===== config.mk =====
export PLATFORM = sky130hd
export DESIGN_NAME = bcd_time_counter
export DESIGN_NICKNAME = d
export VERILOG_FILES = /design/src/rtl/clock_pkg.sv /design/src/rtl/bcd_mod_counter.sv /design/src/rtl/bcd_time_counter.sv
export SDC_FILE = /design/constraint.sdc
export NUM_CORES = 1
export LEC_CHECK = 0
export CORE_ASPECT_RATIO = 2
export CORE_MARGIN = 5
export CORE_UTILIZATION = 30
export DETAILED_ROUTE_END_ITERATION = 6
export SYNTH_ARGS = -nofsm -noshare
export SYNTH_HDL_FRONTEND = slang
export SYNTH_SLANG_ARGS = --single-unit
export TNS_END_PERCENT = 30

===== constraint.sdc =====
create_clock -name iClk -period 1.7 [get_ports iClk]
set_input_delay 0.34 -clock iClk [delete_from_list [all_inputs] [get_ports iClk]]
set_output_delay 0.34 -clock iClk [all_outputs]
set_load 0.02 [all_outputs]

===== src/rtl/clock_pkg.sv =====
// Shared widths, field limits and the packed-BCD validity helper for the
// time-of-day counter.
`timescale 1ns/1ps
package clock_pkg;

    localparam int BCD_W = 8;

    localparam logic [BCD_W-1:0] SEC_MAX = 8'h59;
    localparam logic [BCD_W-1:0] MIN_MAX = 8'h59;

    // Packed-BCD ordering matches numeric ordering once both nibbles are <= 9,
    // so a plain compare against the limit is enough after the digit check.
    function automatic logic bcdValid(input logic [BCD_W-1:0] value,
                                      input logic [BCD_W-1:0] limit);
        return (value[3:0] <= 4'd9) && (value[7:4] <= 4'd9) && (value <= limit);
    endfunction

endpackage


===== src/rtl/bcd_mod_counter.sv =====
// Two-digit packed-BCD counter that wraps from MAX to WRAP and reports a
// carry-out in the cycle it wraps.
`timescale 1ns/1ps
module bcd_mod_counter
    import clock_pkg::*;
#(
    parameter logic [BCD_W-1:0] MAX     = 8'h59,
    parameter logic [BCD_W-1:0] WRAP    = 8'h00,
    parameter logic [BCD_W-1:0] RST_VAL = 8'h00
) (
    input  logic             clk_i,
    input  logic             rstN_i,
    input  logic             carry_i,
    input  logic             load_i,
    input  logic [BCD_W-1:0] loadVal_i,
    output logic [BCD_W-1:0] value_o,
    output logic             carry_o
);

    logic [BCD_W-1:0] value_q;
    logic [BCD_W-1:0] value_d;

    // Load takes priority; the caller only raises load_i for validated values.
    always_comb begin
        value_d = value_q;
        if (load_i) begin
            value_d = loadVal_i;
        end else if (carry_i) begin
            if (value_q == MAX) begin
                value_d = WRAP;
            end else if (value_q[3:0] == 4'd9) begin
                value_d = {value_q[7:4] + 4'd1, 4'd0};
            end else begin
                value_d = {value_q[7:4], value_q[3:0] + 4'd1};
            end
        end
    end

    always_ff @(posedge clk_i or negedge rstN_i) begin
        if (!rstN_i) begin
            value_q <= RST_VAL;
        end else begin
            value_q <= value_d;
        end
    end

    assign value_o = value_q;
    assign carry_o = carry_i && (value_q == MAX);

endmodule


===== src/rtl/bcd_time_counter.sv =====
// HH:MM:SS packed-BCD time-of-day counter driven by a resynchronised 1 Hz tick.
// Define H12_MODE_EN for 12-hour counting with an oPm flag.
`timescale 1ns/1ps
module bcd_time_counter
    import clock_pkg::*;
#(
    parameter int SYNC_STAGES = 2,
    parameter int HOUR_MAX    = 23
) (
    input  logic             iClk,
    input  logic             iRst_n,
    input  logic             iTick,
    input  logic             iRun,
    input  logic             iLoad,
    input  logic [BCD_W-1:0] iSetH,
    input  logic [BCD_W-1:0] iSetM,
    input  logic [BCD_W-1:0] iSetS,
    output logic [BCD_W-1:0] oHour,
    output logic [BCD_W-1:0] oMin,
    output logic [BCD_W-1:0] oSec,
    output logic             oSecPulse,
    output logic             oDayPulse,
`ifdef H12_MODE_EN
    output logic             oPm,
`endif
    output logic             oLoadErr
);

`ifdef H12_MODE_EN
    localparam logic [BCD_W-1:0] HOUR_TOP  = 8'h12;
    localparam logic [BCD_W-1:0] HOUR_WRAP = 8'h01;
    localparam logic [BCD_W-1:0] HOUR_RST  = 8'h12;
`else
    localparam logic [BCD_W-1:0] HOUR_TOP  = {4'(HOUR_MAX / 10), 4'(HOUR_MAX % 10)};
    localparam logic [BCD_W-1:0] HOUR_WRAP = 8'h00;
    localparam logic [BCD_W-1:0] HOUR_RST  = 8'h00;
`endif

    logic [SYNC_STAGES-1:0] sync_q;
    logic                   syncPrev_q;
    logic                   secPulse_q;
    logic                   dayPulse_q;
    logic                   loadErr_q;
    logic                   tickEdge;
    logic                   advance;
    logic                   loadValid;
    logic                   loadOk;
    logic                   secCarry;
    logic                   minCarry;
    logic                   hourCarry;
    logic                   dayWrap;

    always_ff @(posedge iClk or negedge iRst_n) begin
        if (!iRst_n) begin
            sync_q     <= '0;
            syncPrev_q <= 1'b0;
        end else begin
            sync_q[0] <= iTick;
            for (int i = 1; i < SYNC_STAGES; i++) begin
                sync_q[i] <= sync_q[i-1];
            end
            syncPrev_q <= sync_q[SYNC_STAGES-1];
        end
    end

    assign tickEdge = sync_q[SYNC_STAGES-1] & ~syncPrev_q;
    assign advance  = tickEdge & iRun & ~iLoad;

`ifdef H12_MODE_EN
    assign loadValid = bcdValid(iSetS, SEC_MAX) && bcdValid(iSetM, MIN_MAX)
                    && bcdValid(iSetH, HOUR_TOP) && (iSetH != 8'h00);
`else
    assign loadValid = bcdValid(iSetS, SEC_MAX) && bcdValid(iSetM, MIN_MAX)
                    && bcdValid(iSetH, HOUR_TOP);
`endif
    assign loadOk = iLoad & loadValid;

    bcd_mod_counter #(.MAX(SEC_MAX), .WRAP(8'h00), .RST_VAL(8'h00)) uSec (
        .clk_i(iClk), .rstN_i(iRst_n), .carry_i(advance), .load_i(loadOk),
        .loadVal_i(iSetS), .value_o(oSec), .carry_o(secCarry)
    );

    bcd_mod_counter #(.MAX(MIN_MAX), .WRAP(8'h00), .RST_VAL(8'h00)) uMin (
        .clk_i(iClk), .rstN_i(iRst_n), .carry_i(secCarry), .load_i(loadOk),
        .loadVal_i(iSetM), .value_o(oMin), .carry_o(minCarry)
    );

    bcd_mod_counter #(.MAX(HOUR_TOP), .WRAP(HOUR_WRAP), .RST_VAL(HOUR_RST)) uHour (
        .clk_i(iClk), .rstN_i(iRst_n), .carry_i(minCarry), .load_i(loadOk),
        .loadVal_i(iSetH), .value_o(oHour), .carry_o(hourCarry)
    );

`ifdef H12_MODE_EN
    logic pm_q;
    logic pmFlip;

    // 11:59:59 -> 12:00:00 flips AM/PM; the day ends only when leaving PM.
    assign pmFlip  = minCarry && (oHour == 8'h11);
    assign dayWrap = pmFlip && pm_q;

    always_ff @(posedge iClk or negedge iRst_n) begin
        if (!iRst_n) begin
            pm_q <= 1'b0;
        end else if (pmFlip) begin
            pm_q <= ~pm_q;
        end
    end

    assign oPm = pm_q;
`else
    assign dayWrap = hourCarry;
`endif

    always_ff @(posedge iClk or negedge iRst_n) begin
        if (!iRst_n) begin
            secPulse_q <= 1'b0;
            dayPulse_q <= 1'b0;
            loadErr_q  <= 1'b0;
        end else begin
            secPulse_q <= advance;
            dayPulse_q <= dayWrap;
            loadErr_q  <= iLoad & ~loadValid;
        end
    end

    assign oSecPulse = secPulse_q;
    assign oDayPulse = dayPulse_q;
    assign oLoadErr  = loadErr_q;

endmodule


==> summary.txt <==
Layout
  – FILL cells: 553
  – Register area: 757.0 sq um
  – Area grow syn2layout: 78.99%
  – Multi-input gate area in the final layout: 1184 sq um
  – Post-Layout Cell Count: 376
  – Antenna diodes: 0
  – Post-layout nets: 351
  – Layout cells sized above 1: 37.70%
  – Design Area, Final: 3294 sq um

Clocking
  – Htree depth: 2
  – CTS tree: yes
  – CTS hold repair buffers: 0
  – TritonCTS buffer count: 5
  – Clock Latency Late Sink: 0.27 ns
  – Clock sink total: 30
  – Clock transition at the registers of the reported paths: 0.05 ns
  – Clock buffer depth: 2
  – CTS root buf: clkbuf_16

Critical path
  – Critical path launch point type: flop
  – Worst path arrival time: 2.08 ns
  – CP top delay family: simple AND/OR/NAND/NOR gates
  – Crit-path cells: inv_2 -> ha_4 -> nand3b_1 -> or3_4 -> a211o_1 -> a21oi_2 -> a2bb2oi_1
  – Required time worst endpoint: 1.85 ns
  – Setup slack, reg-to-reg: -0.23 ns
  – Critical path buffer and inverter count: 1
  – CP max FO: 6
  – CP Class: flop to flop
  – Crit path largest cell delay: 0.44 ns
  – Crit end category: flop
  – Slowest cell on the critical path: or3_4

Logic synthesis
  – Post-synthesis adder-cell area fraction: 6.798%
  – Simple-gate share of the synthesized area: 25.70%
  – Total nets after synthesis: 233
  – Synth Area per Inst: 9.487 sq um
  – Synth top area share: 40.79%
  – Main synth FF type: dfrtp_1
  – Async SR Flop Fraction: 100.0%
  – Post-synth EDFFs: 0
  – Top post-synthesis cells by area: dfrtp_1 (41%), ha_1 (6.8%), nand2_1 (4.5%)
  – Synth unique cells: 49
  – XOR/XNOR Fraction of Synth Area: 0%
  – Most frequent cell after synthesis: dfrtp_1
  – Yosys warns: 0
  – Register area share after synthesis: 40.79%
  – Compound-Gate Fraction of Synth Area: 19.85%
  – Area of the mapped netlist: 1841 sq um
  – Post-synth top cells: dfrtp_1 (30), nand2_1 (22), nor2_1 (15), o21ai_0 (15), a21oi_1 (12)
  – Mapped Cells: 194
  – Mux cell area share after synthesis: 2.175%
  – Cell taking the most area after synthesis: dfrtp_1
  – Largest family of logic cells by synthesized area: simple AND/OR/NAND/NOR gates
  – #FFs+latches synth: 30

Power and ir drop
  – Maximum vdd ir drop: 0.2946 mV
  – Leakage Power: 1.745 nW
  – PwrDens: 758.6 nW/um^2

Routing
  – DRT Pass-1 Iters: 4
  – Via/cell ratio: 5.157
  – DR top layer: met4
  – Final wirelength: 5902 microns
  – Vias: 1939
  – Wire length on met2: 3585 microns
  – DRC violations left: 0
  – Drt initial violations: 67
  – Wire per inst: 15.70 microns
  – Post-Route M1 WL: 1949 microns
  – ANT nets after route: 0
  – Met3 wire length: 186 microns

Global route
  – Initial antenna violation count: 0
  – Number of global-route vias before repair: 2073
  – First-pass GRT wire length: 9653 microns
  – Largest net degree at the start of global routing: 31
  – Total global routing track utilization: 15.97%
  – Grt ovf: 0

Timing
  – TNS Setup: -2.137 ns
  – Relative slew slack: 72.62%
  – Setup ws final: -0.2314 ns
  – Worst Clk Skew: 0.002756 ns
  – Setup violators final: 16
  – Hold_ws: 0.3386 ns
  – Unrepaired setup endpoints after global routing: true
  – Fmax: 0.5178 GHz
  – Final period util: 113.6%
  – Fin. Hold Viols: 0
  – Slew @ Worst Pin: 0.4107 ns
  – Fin. max-slew vios: 0
  – Final worst path period need: 1.931 ns

Outcome
  – Status: finished, violations left
  – Failing checks: setup timing

Placed design
  – DP Area: 2890 sq um
  – Routability Congestion: 0.8076
  – Port Buffers: 55
  – DP HPWL: 4499 microns
  – Placed instance count: 364

Floorplanning
  – Die area: 7897 sq um
  – Row count: 40
  – Die X: 65.39 microns
  – Initial Utilization: 30.65%
  – Core area: 6006 sq um
  – Die height: 120.8 microns
  – IO Pins: 56

Worst hold path
  – Worst Hold Class: primary input to flop

Run
  – Maxcap violations: 0
[metal layers]
metal  track usage [%]  up-vias
met4             8.052        0
li1                  -      954
met5                 0        -
met2             31.75       40
met3             1.952       12
met1             15.11      933
[path summary, 6_finish.rpt]
check,depth (start not counted),from,to
max,7,uSec.value_o[1],uHour.value_o[3]
min,3,iSetH[2],uHour.value_o[2]
max reg2reg,7,uSec.value_o[1],uHour.value_o[3]
min reg2reg,0,sync_q[0],sync_q[1]
max in group asynchronous,2,iRst_n,uSec.value_o[1]
min in group asynchronous,2,iRst_n,uMin.value_o[4]
[worst register-to-register path, cell delays in order, from the launching register on]
cell,delay [ns]
dfrtp_2,0.41
inv_2,0.06
ha_4,0.12
nand3b_1,0.18
or3_4,0.44
a211o_1,0.32
a21oi_2,0.19
a2bb2oi_1,0.09
[power by group]
part	leakage [nW]	switching (mW)	internal, mW	total (mW)
Combinational	1.29	0.364	0.394	0.758
Sequential	0.384	0.0564	0.795	0.851
Clock	0.0739	0.311	0.580	0.890
[logic make-up (layout without fill, tap and decap cells)]
logic type                 after synthesis  after routing
and+or+nand+nor                         81             81
AOI/OAI and AO/OA                       52             52
DFF                                     30             30
muxes                                    4              4
buffers and inverters                   17            136
adders and majority gates               10             10
[metrics by stage]
stage	total power, mW	setup WS [ns]	util, %
final	2.499	-0.2314	54.85
after global routing	2.637	-0.3013	54.85
after CTS	2.521	-0.1851	51.75
after detailed placement	1.606	-0.6355	48.13
after global placement	1.597	-0.6514	48.13
after floorplan	1.157	-0.1815	-
[registers in the layout, summed over array words and instances (netlist names)]
register,count
syncPrev_q,1
uMin.value_o,8
oLoadErr,1
uSec.value_o,8
uHour.value_o,8
oDayPulse,1
oSecPulse,1
sync_q,2
[what timing repair did]
| action | CTS | global route |
|---|---|---|
| pin swaps | 14 | 7 |
| buffers inserted | 1 | 3 |
| resized for setup | 63 | 49 |
| endpoints found under the setup margin | 35 | 45 |
| gates cloned | 0 | 0 |
[area by class of cell]
| class | count | area share (%) |
|---|---|---|
| inverter | 10 | 1.139 |
| tap | 63 | 2.393 |
| clock buffer | 7 | 4.330 |
| clock inverter | 1 | 0.1519 |
| sequential | 30 | 22.98 |
| timing repair buffer | 118 | 33.08 |
| multi-input combinational | 147 | 35.93 |
[placed cells by master (no fill, tap or decap), types with 3 or more instances in the layout]
cell type and n:
clkdlybuf4s50_1 12, a31oi_1 3, ha_1 8, nor2_4 3
nand3_1 4, nand2_1 21, dfrtp_1 25, inv_1 8
clkbuf_16 5, dlymetal6s2s_1 22, nand3b_1 4, buf_4 56
clkdlybuf4s15_1 6, dlygate4sd2_1 12, nor3_2 5, nor2_1 12
o21ai_2 3, a21oi_1 7, buf_6 6, dfrtp_2 5
a221o_1 4, o21ai_0 3, mux2i_1 4, o21ai_1 9
a21oi_2 5, nor3_4 3
No activity file was read; power rests on OpenSTA's default activity.
